--- src/rtl/logic_cluster_pkg.sv ---
// Shared FPGA configuration package.
//   Provides the per-element and per-cluster configuration width
//   calculations, the control-field offsets inside an element field
//   (relative to the end of the LUT truth table), and the configuration
//   load FSM state encoding used by every tile on the config chain.
package fpga_cfg_pkg;

    // Config bits per logic element: 2**k truth-table bits + 4 control bits
    function automatic int calc_le_w(input int k);
        return (2 ** k) + 4;
    endfunction

    // Cluster frame bits: n elements of calc_le_w(k) bits each
    function automatic int calc_cfg_w(input int k, input int n);
        return n * calc_le_w(k);
    endfunction

    // Control-field offsets, counted from bit 2**K of an element field
    localparam int FLD_FF_EN_SEL = 0;
    localparam int FLD_FB_SEL    = 1;
    localparam int FLD_OUT_SEL   = 2;
    localparam int FLD_FF_INIT   = 3;

    typedef enum logic [1:0] {
        ST_IDLE   = 2'd0,
        ST_SHIFT  = 2'd1,
        ST_COMMIT = 2'd2
    } cfg_state_e;

endpackage

--- src/rtl/logic_cluster_if.sv ---
// Logic cluster bus interface.
//   Groups the serial configuration handshake and the element data bus.
//   master: the driver side (routing / upstream config source)
//   slave : the cluster side
//   prog_en, prog_in : serial config shift enable and data
//   prog_out         : shadow MSB, drives the next cluster's prog_in
//   in  [N*K]        : element inputs, element j uses in[j*K +: K]
//   out [N]          : element outputs
//   cfg_busy, cfg_done, cfg_err : load FSM status
interface logic_cluster_if #(
    parameter int K = 4,
    parameter int N = 4
) ();
    logic           prog_en;
    logic           prog_in;
    logic           prog_out;
    logic [N*K-1:0] in;
    logic [N-1:0]   out;
    logic           cfg_busy;
    logic           cfg_done;
    logic           cfg_err;

    modport master (
        output prog_en, prog_in, in,
        input  prog_out, out, cfg_busy, cfg_done, cfg_err
    );

    modport slave (
        input  prog_en, prog_in, in,
        output prog_out, out, cfg_busy, cfg_done, cfg_err
    );
endinterface

--- src/rtl/logic_cluster_le.sv ---
// logic_element_k: one K-input LUT with an optional output register.
//   clk, rst_n : fabric clock, asynchronous active-low reset
//   cfg_i      : active element field {ff_init, out_sel, fb_sel, ff_en_sel, table}
//   commit_i   : accepted commit this cycle; loads the FF with init_i
//   init_i     : ff_init bit of the configuration being committed
//   in_i       : element inputs
//   out_o      : element output (LUT or FF, selected by out_sel)
module logic_element_k
    import fpga_cfg_pkg::*;
#(
    parameter int K = 4,
    localparam int LE_W = calc_le_w(K)
) (
    input  logic            clk,
    input  logic            rst_n,
    input  logic [LE_W-1:0] cfg_i,
    input  logic            commit_i,
    input  logic            init_i,
    input  logic [K-1:0]    in_i,
    output logic            out_o
);
    localparam int TBL_W = 2 ** K;

    logic [TBL_W-1:0] tbl;
    logic             ff_en_sel, fb_sel, out_sel;
    logic [K-1:0]     idx;
    logic             lut_out, ff_en;
    logic             ff_q, ff_d;
    // The stored ff_init only matters at commit time, where the incoming
    // frame's copy is used instead (init_i).
    logic             unused_init;

    assign tbl         = cfg_i[TBL_W-1:0];
    assign ff_en_sel   = cfg_i[TBL_W + FLD_FF_EN_SEL];
    assign fb_sel      = cfg_i[TBL_W + FLD_FB_SEL];
    assign out_sel     = cfg_i[TBL_W + FLD_OUT_SEL];
    assign unused_init = cfg_i[TBL_W + FLD_FF_INIT];

    // Feedback replaces input bit 0 with the element's own register
    always_comb begin
        idx = in_i;
        if (fb_sel) idx[0] = ff_q;
    end

    assign lut_out = tbl[idx];
    assign ff_en   = ff_en_sel ? in_i[K-1] : 1'b1;

    // A commit wins over the enable so the FF always starts from ff_init
    always_comb begin
        ff_d = ff_q;
        if (commit_i)   ff_d = init_i;
        else if (ff_en) ff_d = lut_out;
    end

    always_ff @(posedge clk or negedge rst_n) begin
        if (!rst_n) ff_q <= 1'b0;
        else        ff_q <= ff_d;
    end

    assign out_o = out_sel ? ff_q : lut_out;
endmodule

--- src/rtl/logic_cluster.sv ---
// logic_cluster: N configurable K-input logic elements with a daisy-chained
// serial configuration path and atomic, length-checked commit.
//   clk   : fabric clock
//   rst_n : asynchronous active-low reset
//   bus   : logic_cluster_if slave (prog_en/prog_in/prog_out, in/out,
//           cfg_busy/cfg_done/cfg_err)
// Optional feature macro CFG_PARITY_EN: frame carries one extra even-parity
// bit (shifted in last, lands at shadow[0]); commit also requires parity.
module logic_cluster
    import fpga_cfg_pkg::*;
#(
    parameter int K = 4,
    parameter int N = 4
) (
    input logic            clk,
    input logic            rst_n,
    logic_cluster_if.slave bus
);
    localparam int LE_W  = calc_le_w(K);
    localparam int CFG_W = calc_cfg_w(K, N);
`ifdef CFG_PARITY_EN
    localparam int SH_W  = CFG_W + 1;
`else
    localparam int SH_W  = CFG_W;
`endif
    localparam int CNT_MAX = SH_W + 1;
    localparam int CNT_W   = $clog2(CNT_MAX + 1);

    cfg_state_e       state_q, state_d;
    logic [CNT_W-1:0] cnt_q, cnt_d;
    logic [SH_W-1:0]  shadow_q, shadow_d;
    logic [CFG_W-1:0] active_q, active_d;
    logic [CFG_W-1:0] cfg_bits;
    logic             done_q, done_d;
    logic             err_q, err_d;
    logic             frame_ok, commit_ok;
    logic [N-1:0]     out_w;

`ifdef CFG_PARITY_EN
    assign cfg_bits = shadow_q[CFG_W:1];
    assign frame_ok = (cnt_q >= CNT_W'(SH_W)) && !(^shadow_q);
`else
    assign cfg_bits = shadow_q;
    assign frame_ok = (cnt_q >= CNT_W'(SH_W));
`endif
    assign commit_ok = (state_q == ST_COMMIT) && frame_ok;

    always_comb begin
        state_d  = state_q;
        cnt_d    = cnt_q;
        shadow_d = shadow_q;
        active_d = active_q;
        done_d   = 1'b0;
        err_d    = err_q;

        // Shadow shifts whenever prog_en is high, in any state
        if (bus.prog_en) shadow_d = {shadow_q[SH_W-2:0], bus.prog_in};

        case (state_q)
            ST_IDLE: begin
                if (bus.prog_en) begin
                    state_d = ST_SHIFT;
                    cnt_d   = CNT_W'(1);
                end
            end
            ST_SHIFT: begin
                if (bus.prog_en) begin
                    // Saturate just past the frame length; longer frames
                    // belong to downstream clusters
                    if (cnt_q != CNT_W'(CNT_MAX)) cnt_d = cnt_q + CNT_W'(1);
                end else begin
                    state_d = ST_COMMIT;
                end
            end
            ST_COMMIT: begin
                state_d = ST_IDLE;
                if (frame_ok) begin
                    active_d = cfg_bits;
                    done_d   = 1'b1;
                    err_d    = 1'b0;
                end else begin
                    err_d    = 1'b1;
                end
            end
            default: state_d = ST_IDLE;
        endcase
    end

    always_ff @(posedge clk or negedge rst_n) begin
        if (!rst_n) begin
            state_q  <= ST_IDLE;
            cnt_q    <= '0;
            shadow_q <= '0;
            active_q <= '0;
            done_q   <= 1'b0;
            err_q    <= 1'b0;
        end else begin
            state_q  <= state_d;
            cnt_q    <= cnt_d;
            shadow_q <= shadow_d;
            active_q <= active_d;
            done_q   <= done_d;
            err_q    <= err_d;
        end
    end

    for (genvar j = 0; j < N; j++) begin : g_le
        logic_element_k #(.K(K)) u_le (
            .clk      (clk),
            .rst_n    (rst_n),
            .cfg_i    (active_q[j*LE_W +: LE_W]),
            .commit_i (commit_ok),
            .init_i   (cfg_bits[j*LE_W + (2 ** K) + FLD_FF_INIT]),
            .in_i     (bus.in[j*K +: K]),
            .out_o    (out_w[j])
        );
    end

    assign bus.out      = out_w;
    assign bus.prog_out = shadow_q[SH_W-1];
    assign bus.cfg_busy = (state_q == ST_SHIFT);
    assign bus.cfg_done = done_q;
    assign bus.cfg_err  = err_q;
endmodule

--- src/flat_wrapper.sv ---
// flat-port wrapper written by rule: the top's interface ports become plain ports
module logic_cluster_flat import fpga_cfg_pkg::*;
#(
    parameter int K = 4,
    parameter int N = 4
)
  (clk, rst_n, bus_prog_en, bus_prog_in, bus_in, bus_prog_out, bus_out, bus_cfg_busy, bus_cfg_done, bus_cfg_err);
  logic_cluster_if #(.K(K), .N(N)) bus_i ();
  input logic clk;
  input logic rst_n;
  input wire logic [$bits(bus_i.prog_en)-1:0] bus_prog_en;
  input wire logic [$bits(bus_i.prog_in)-1:0] bus_prog_in;
  input wire logic [$bits(bus_i.in)-1:0] bus_in;
  output wire logic [$bits(bus_i.prog_out)-1:0] bus_prog_out;
  output wire logic [$bits(bus_i.out)-1:0] bus_out;
  output wire logic [$bits(bus_i.cfg_busy)-1:0] bus_cfg_busy;
  output wire logic [$bits(bus_i.cfg_done)-1:0] bus_cfg_done;
  output wire logic [$bits(bus_i.cfg_err)-1:0] bus_cfg_err;
  assign bus_i.prog_en = bus_prog_en;
  assign bus_i.prog_in = bus_prog_in;
  assign bus_i.in = bus_in;
  assign bus_prog_out = bus_i.prog_out;
  assign bus_out = bus_i.out;
  assign bus_cfg_busy = bus_i.cfg_busy;
  assign bus_cfg_done = bus_i.cfg_done;
  assign bus_cfg_err = bus_i.cfg_err;
  logic_cluster #(.K(K), .N(N)) u_core (.clk(clk), .rst_n(rst_n), .bus(bus_i));
endmodule
--- config.mk ---
export PLATFORM = sky130hd
export DESIGN_NAME = logic_cluster_flat
export DESIGN_NICKNAME = d
export VERILOG_FILES = /design/src/rtl/logic_cluster_pkg.sv /design/src/rtl/logic_cluster_if.sv /design/src/rtl/logic_cluster_le.sv /design/src/rtl/logic_cluster.sv /design/src/flat_wrapper.sv
export SDC_FILE = /design/constraint.sdc
export NUM_CORES = 1
export LEC_CHECK = 0
export CAP_MARGIN = 20
export CORE_ASPECT_RATIO = 0.6
export CORE_MARGIN = 1.5
export CORE_UTILIZATION = 40
export CTS_CLUSTER_DIAMETER = 200
export CTS_CLUSTER_SIZE = 8
export DETAILED_ROUTE_END_ITERATION = 12
export HOLD_SLACK_MARGIN = 0.12
export PLACE_DENSITY_LB_ADDON = 0.25
export SYNTH_ARGS = -nofsm -noshare
export SYNTH_HDL_FRONTEND = slang
export SYNTH_SLANG_ARGS = --single-unit
--- constraint.sdc ---
create_clock -name clk -period 2 [get_ports clk]
set_input_delay 0.3 -clock clk [delete_from_list [all_inputs] [get_ports clk]]
set_output_delay 0.3 -clock clk [all_outputs]
set_load 0.02 [all_outputs]
==> flow_summary.yaml, run 1 <==
final_layout:
  n_fill_cell: 1659
  nets: 712
  area_growth_pct: 17.2
  layout-drive-gt1-share_pct: 24.1
  diodes: 0
critical_path:
  critPathArrivalTime_ps: 2030
  rrSetupSlack_ps: 400
  cp_max_fo: 3
  path_cells: "mux2i_2 > buf_4 > mux4_2 > a22oi_2 > a31oi_1 > buf_2"
  cp-end-kind: "output pin"
  r2r_end: "u_core.g_le[0].u_le.ff_q"
  crit_required_ps: 1700
  max_stage_delay_ps: 410
  r2r-start: "u_core.state_q[0]"
  slowest_stage: "dfrtp_1"
  r2r_cells: 6
  setup.worst_path.start_class: "flip-flop"
  critPathKind: "reg2out"
place:
  portBuffers: 27
  routabilityCongestion: 0.836
  dp_hpwl_mm: 8.55
grt:
  antenna_found_initial: 0
  grt-ovfl-total: 0
  grt_pass1_vias: 4556
  use_met3_pct: 4.31
  busiest_layer: "met1"
  met1_usage_pct: 23.4
  grt.met2_usage_pct: 21.6
  grt_pass1_wl_mm: 23.1
  grt_max_degree: 82
  grt_use_total_pct: 15.5
synthesis:
  synthCells: 650
  synth_top_area_cell: "dfrtp_1"
  synth_top_cell_area_share_pct: 58.4
  synth_nets: 673
  ys_ff_latch: 171
  ys_top_cells_by_area: "dfrtp_1, mux2_2, nand2_1"
  netlist_area_um2: 7320
  ys_types: 33
  avgSynthCellArea_um2: 11.3
  ys_warn_count: 0
  ys_seq_area_share_pct: 58.4
timing:
  final.period_utilization_pct: 116
  drv_slew: 0
  slew_headroom_pct: 66.7
  rsz0062_at_grt: "true"
  hold_slack_ps: 403
  period_minus_slack_ps: 2330
  setup_ws_ps: -327
  setup_viol: 4
  fin_skew_ps: 8.67
  worst_slew_pin_slew_ps: 499
  finalHoldViolations: 0
  timing.fmax_mhz: 430
  tns_ps: -1080
drt:
  via_per_inst: 4.88
  first_pass_iters: 4
  vias: 4596
  drt-wirelength-per-cell_um: 14.2
  postRouteAntennaNets: 0
  drc: 0
  wirelength_mm: 13.3
  drtIter0Drc: 281
clocking:
  cts_tree: "built"
  clk_latency_ps: 420
  numCtsBuffers: 17
  clock-sinks: 171
  clk_pin_slew_ps: 70
  cts_max_level: 4
  cts_root_buf: "clkbuf_16"
  clk_path_buf_depth: 2
floorplan:
  dieArea_um2: 19200
  die_x_um: 178
  num_rows: 38
  dieHeight_um: 108
  start_util_pct: 40.7
  io_pins: 28
  core_um2: 18000
outcome:
  violations: "negative setup slack"
  outcome: "finished, violations left"
power_and_ir_drop:
  p_leak_nw: 4.36
  ir_drop_mv: 0.682
  pwr_density_cell_nw_per_um2: 927
run:
  cap_violations: 0
hold_path:
  hold_class: "in2async"
[flip-flops by register name, indices dropped and copies added, names as in the netlist]
name,cells
u_core.bus.cfg_err,1
u_core.cnt_q,7
u_core.cfg_bits,80
u_core.state_q,2
u_core.bus.cfg_done,1
u_core.active_q,76
u_core.g_le.u_le.ff_q,4
[metrics by stage]
stage	util (%)	setup slack, ps	area [um^2]	std cells	total power, mW
floorplan	-	199	7320	650	4.37
global placement	44.2	-615	7940	907	4.59
detailed placement	44.2	-694	7940	907	4.64
CTS	47.6	-355	8560	941	8.07
global route	47.8	-412	8580	942	8.33
finish	47.8	-327	8580	942	7.95
[cells by family after synthesis]
group | after synthesis | synth area share [%]
simple gates | 269 | 14.5
mux | 120 | 19.5
fa+ha+maj | 3 | 0.513
compound gates | 35 | 3.33
flops | 171 | 58.4
buf+inv | 52 | 3.66
[Yosys cell counts]
cell type,number
nand2_1,226
dfrtp_1,171
mux2_2,80
mux2i_1,29
buf_2,19
nor2_1,19
inv_1,15
buf_4,11
o21ai_0,9
a22oi_1,7
a31oi_1,7
mux4_2,7
nand3_1,7
a21oi_1,6
clkbuf_1,5
nor2b_1,5
and2_1,4
ha_1,3
nor3_1,3
mux2i_2,2
mux4_1,2
nand2b_1,2
a22oi_2,1
a311oi_2,1
a41oi_1,1
a41oi_2,1
and2b_1,1
and4bb_1,1
buf_6,1
inv_2,1
o211ai_2,1
o21a_1,1
or2_2,1
[layer usage]
metal	up-vias	share of wire, %
li1	2233	-
met1	2301	53
met2	53	43
met3	9	3.5
met4	0	0.47
met5	-	0
[critical path, delay by kind of cell (launching register included)]
kind | cells | cell delay [ps]
DFF | 1 | 410
muxes | 2 | 570
AOI/OAI and AO/OA | 2 | 290
buffers and inverters | 2 | 350
[worst max path at each step]
| stage | from | to | slack (ps) | depth (start not counted) |
|---|---|---|---|---|
| floorplan | u_core.active_q[57] | bus_out[2] | 200 | 5 |
| global placement | bus_in[13] | bus_out[3] | -610 | 5 |
| detailed placement | bus_in[13] | bus_out[3] | -690 | 5 |
| CTS | u_core.active_q[37] | bus_out[1] | -350 | 6 |
| global route | u_core.active_q[17] | bus_out[0] | -410 | 6 |
| finish | u_core.active_q[37] | bus_out[1] | -330 | 6 |
[report_power, final]
part / leakage (nW) / switching (mW) / internal [mW]
combinational: 1.73 / 0.250 / 0.340
clock: 0.302 / 1.44 / 1.95
sequential: 2.33 / 0.233 / 3.74
total: 4.36 / 1.92 / 6.03
[layout make-up]
cell class                      instances  area (um^2)  share of cell area [%]
Timing Repair Buffer                   56          522                    6.08
Clock buffer                           19          453                    5.28
Sequential cell                       171         4280                    49.8
Multi-Input combinational cell        427         2810                    32.8
Inverter                               16         60.1                   0.700
Tap cell                              240          300                    3.50
Clock inverter                         13          158                    1.84
[placed cells by master, fill, tap and decap left out, drive strengths merged]
cell and count:
o21a 1, or2 1, nand2b 2, mux2 80, nor2 19, clkbuf 19
mux4 9, nor2b 5, inv 22, o21ai 9, dlygate4sd2 2, a41oi 2
and4bb 1, and2b 1, o211ai 1, bufinv 2, nand3 7, mux2i 31
clkinv 4, ha 3, buf 34, and2 4, a311oi 1, dlygate4sd3 1
nor3 3, a31oi 7, nand2 226, clkinvlp 1, dfrtp 171, clkdlybuf4s50 19
a21oi 6, a22oi 8
[what timing repair did]
action	CTS	global route
buffers inserted	1	1
hold buffers	1	0
pin swaps	0	1
endpoints found under the setup margin	5	4
endpoints found under the hold margin	49	0
resized for setup	27	5
Note: power is estimated with default switching activity, not from simulation.
==> run 2, diff against run 1 <==
- RECOVER_POWER: not set -> 25
- TNS_END_PERCENT: not set -> 50
==> run 2 against run 1 <==
Net effect: the run still ends with negative setup slack left; clock power barely moved; wire length rose by 0.61%; non-clock buffer count did not move; largest power group unchanged.
==> flow_summary.yaml, run 2 (synthesis gave the netlist of run 1 again) <==
outcome:
  outcome: "finished, violations left"
  violations: "negative setup slack"
grt:
  grt_max_degree: 82
  grt_use_total_pct: 15.5
  grt_pass1_vias: 4557
  antenna_found_initial: 0
  grt_pass1_wl_mm: 23.1
  grt-ovfl-total: 0
clocking:
  clk_latency_ps: 420
  cts_tree: "built"
  numCtsBuffers: 17
  cts_max_level: 4
  cts_root_buf: "clkbuf_16"
  clk_pin_slew_ps: 70
  clk_path_buf_depth: 2
  clock-sinks: 171
critical_path:
  rrSetupSlack_ps: 390
  setup.worst_path.start_class: "flip-flop"
  r2r_cells: 6
  r2r-start: "u_core.state_q[0]"
  cp_num_buf_inv: 2
  crit_family: "multiplexers"
  crit_required_ps: 1700
  path_cells: "mux2i_2 > buf_4 > mux4_2 > a22oi_2 > a31oi_1 > buf_2"
  critPathKind: "reg2out"
  critPathArrivalTime_ps: 2040
  cp-end-kind: "output pin"
  r2r_end: "u_core.g_le[0].u_le.ff_q"
  slowest_stage: "dfrtp_1"
  max_stage_delay_ps: 410
  cp_max_fo: 3
drt:
  drt-wirelength-per-cell_um: 14.2
  first_pass_iters: 4
  wirelength_mm: 13.4
  drtIter0Drc: 284
  via_per_inst: 4.92
  postRouteAntennaNets: 0
  vias: 4633
  drc: 0
timing:
  tns_ps: -1110
  fin_skew_ps: 8.78
  setup_ws_ps: -335
  drv_slew: 0
  finalHoldViolations: 0
  setup_viol: 4
  final.period_utilization_pct: 117
  hold_slack_ps: 414
  worst_slew_pin_slew_ps: 1360
  rsz0062_at_grt: "true"
  slew_headroom_pct: 9.52
  timing.fmax_mhz: 428
  period_minus_slack_ps: 2340
place:
  routabilityCongestion: 0.836
  portBuffers: 27
  place_ws_ps: -694
  dp_hpwl_mm: 8.55
final_layout:
  nets: 712
  final_common_cell: "nand2_1"
  area_growth_pct: 17.0
  layout-drive-gt1-share_pct: 24.1
  largest_reg_flops: 80
  diodes: 0
  layout_common_cells: "nand2_1, dfrtp_1, mux2_2, mux2i_1, buf_4"
hold_path:
  hold_path_depth: 3
  hp-start: "bus_prog_en"
  hold_class: "in2reg"
  hold_end: "u_core.state_q[0]"
run:
  cap_violations: 0
floorplan:
  dieHeight_um: 108
  dieArea_um2: 19200
  io_pins: 28
  die_x_um: 178
  start_util_pct: 40.7
  core_um2: 18000
  num_rows: 38
power_and_ir_drop:
  p_leak_nw: 4.35
  pwr_density_cell_nw_per_um2: 930
  ir_drop_mv: 0.693
run 2: changes by cell type in the layout (fill, tap and decap cells not counted), sizes merged:
cell / previous run / this run
buf: 34 / 31
clkbuf: 19 / 22
run 2: layer usage:
| layer | GRT usage, % | part of all wire (%) | vias to the layer above |
|---|---|---|---|
| met5 | 0 | 0 | - |
| met4 | 4.14 | 0.94 | 0 |
| met3 | 4.31 | 4.2 | 17 |
| met2 | 21.6 | 42 | 81 |
| met1 | 23.4 | 53 | 2306 |
| li1 | - | - | 2229 |
run 2: timing repair:
item	CTS	global route
setup endpoints to repair	5	4
resized for setup	27	5
cloned	0	0
pin swaps	0	1
hold endpoints to repair	49	0
hold buffers	1	0
buffers inserted	1	1
run 2: worst reg2reg max path, stage by stage (launching register included):
cell and delay, ps:
dfrtp_1 450, nor2b_1 290, o211ai_4 140, inv_2 100, buf_12 260, a21oi_1 120, a31oi_1 170
run 2: how the worst max path moves through the flow:
stage	cells past startpoint	endpoint	start	slack (ps)
after floorplan	5	bus_out[2]	u_core.active_q[57]	200
after global routing	6	bus_out[0]	u_core.active_q[17]	-410
after detailed placement	5	bus_out[3]	bus_in[13]	-690
after global placement	5	bus_out[3]	bus_in[13]	-610
final	6	bus_out[1]	u_core.active_q[37]	-340
after CTS	6	bus_out[1]	u_core.active_q[37]	-350
run 2: final cells by class:
type | count | area [um^2]
clock buffers | 19 | 453
clock inverters | 13 | 158
fillers | 1659 | 9410
inverters | 16 | 60.1
multi-input cells | 427 | 2810
flip-flops and latches | 171 | 4280
well taps | 240 | 300
repair buffers | 56 | 503
run 2: metrics by stage:
step	power, mW	cells	area, um^2	util [%]
floorplan	4.37	650	7320	-
global placement	4.59	907	7940	44.2
detailed placement	4.64	907	7940	44.2
CTS	8.07	941	8560	47.6
global route	8.33	942	8570	47.7
finish	7.96	942	8570	47.7
run 2: report_power, final:
part,switching (mW),internal [mW],leakage (nW)
logic,0.250,0.338,1.72
clock network,1.45,1.95,0.302
registers,0.235,3.74,2.33
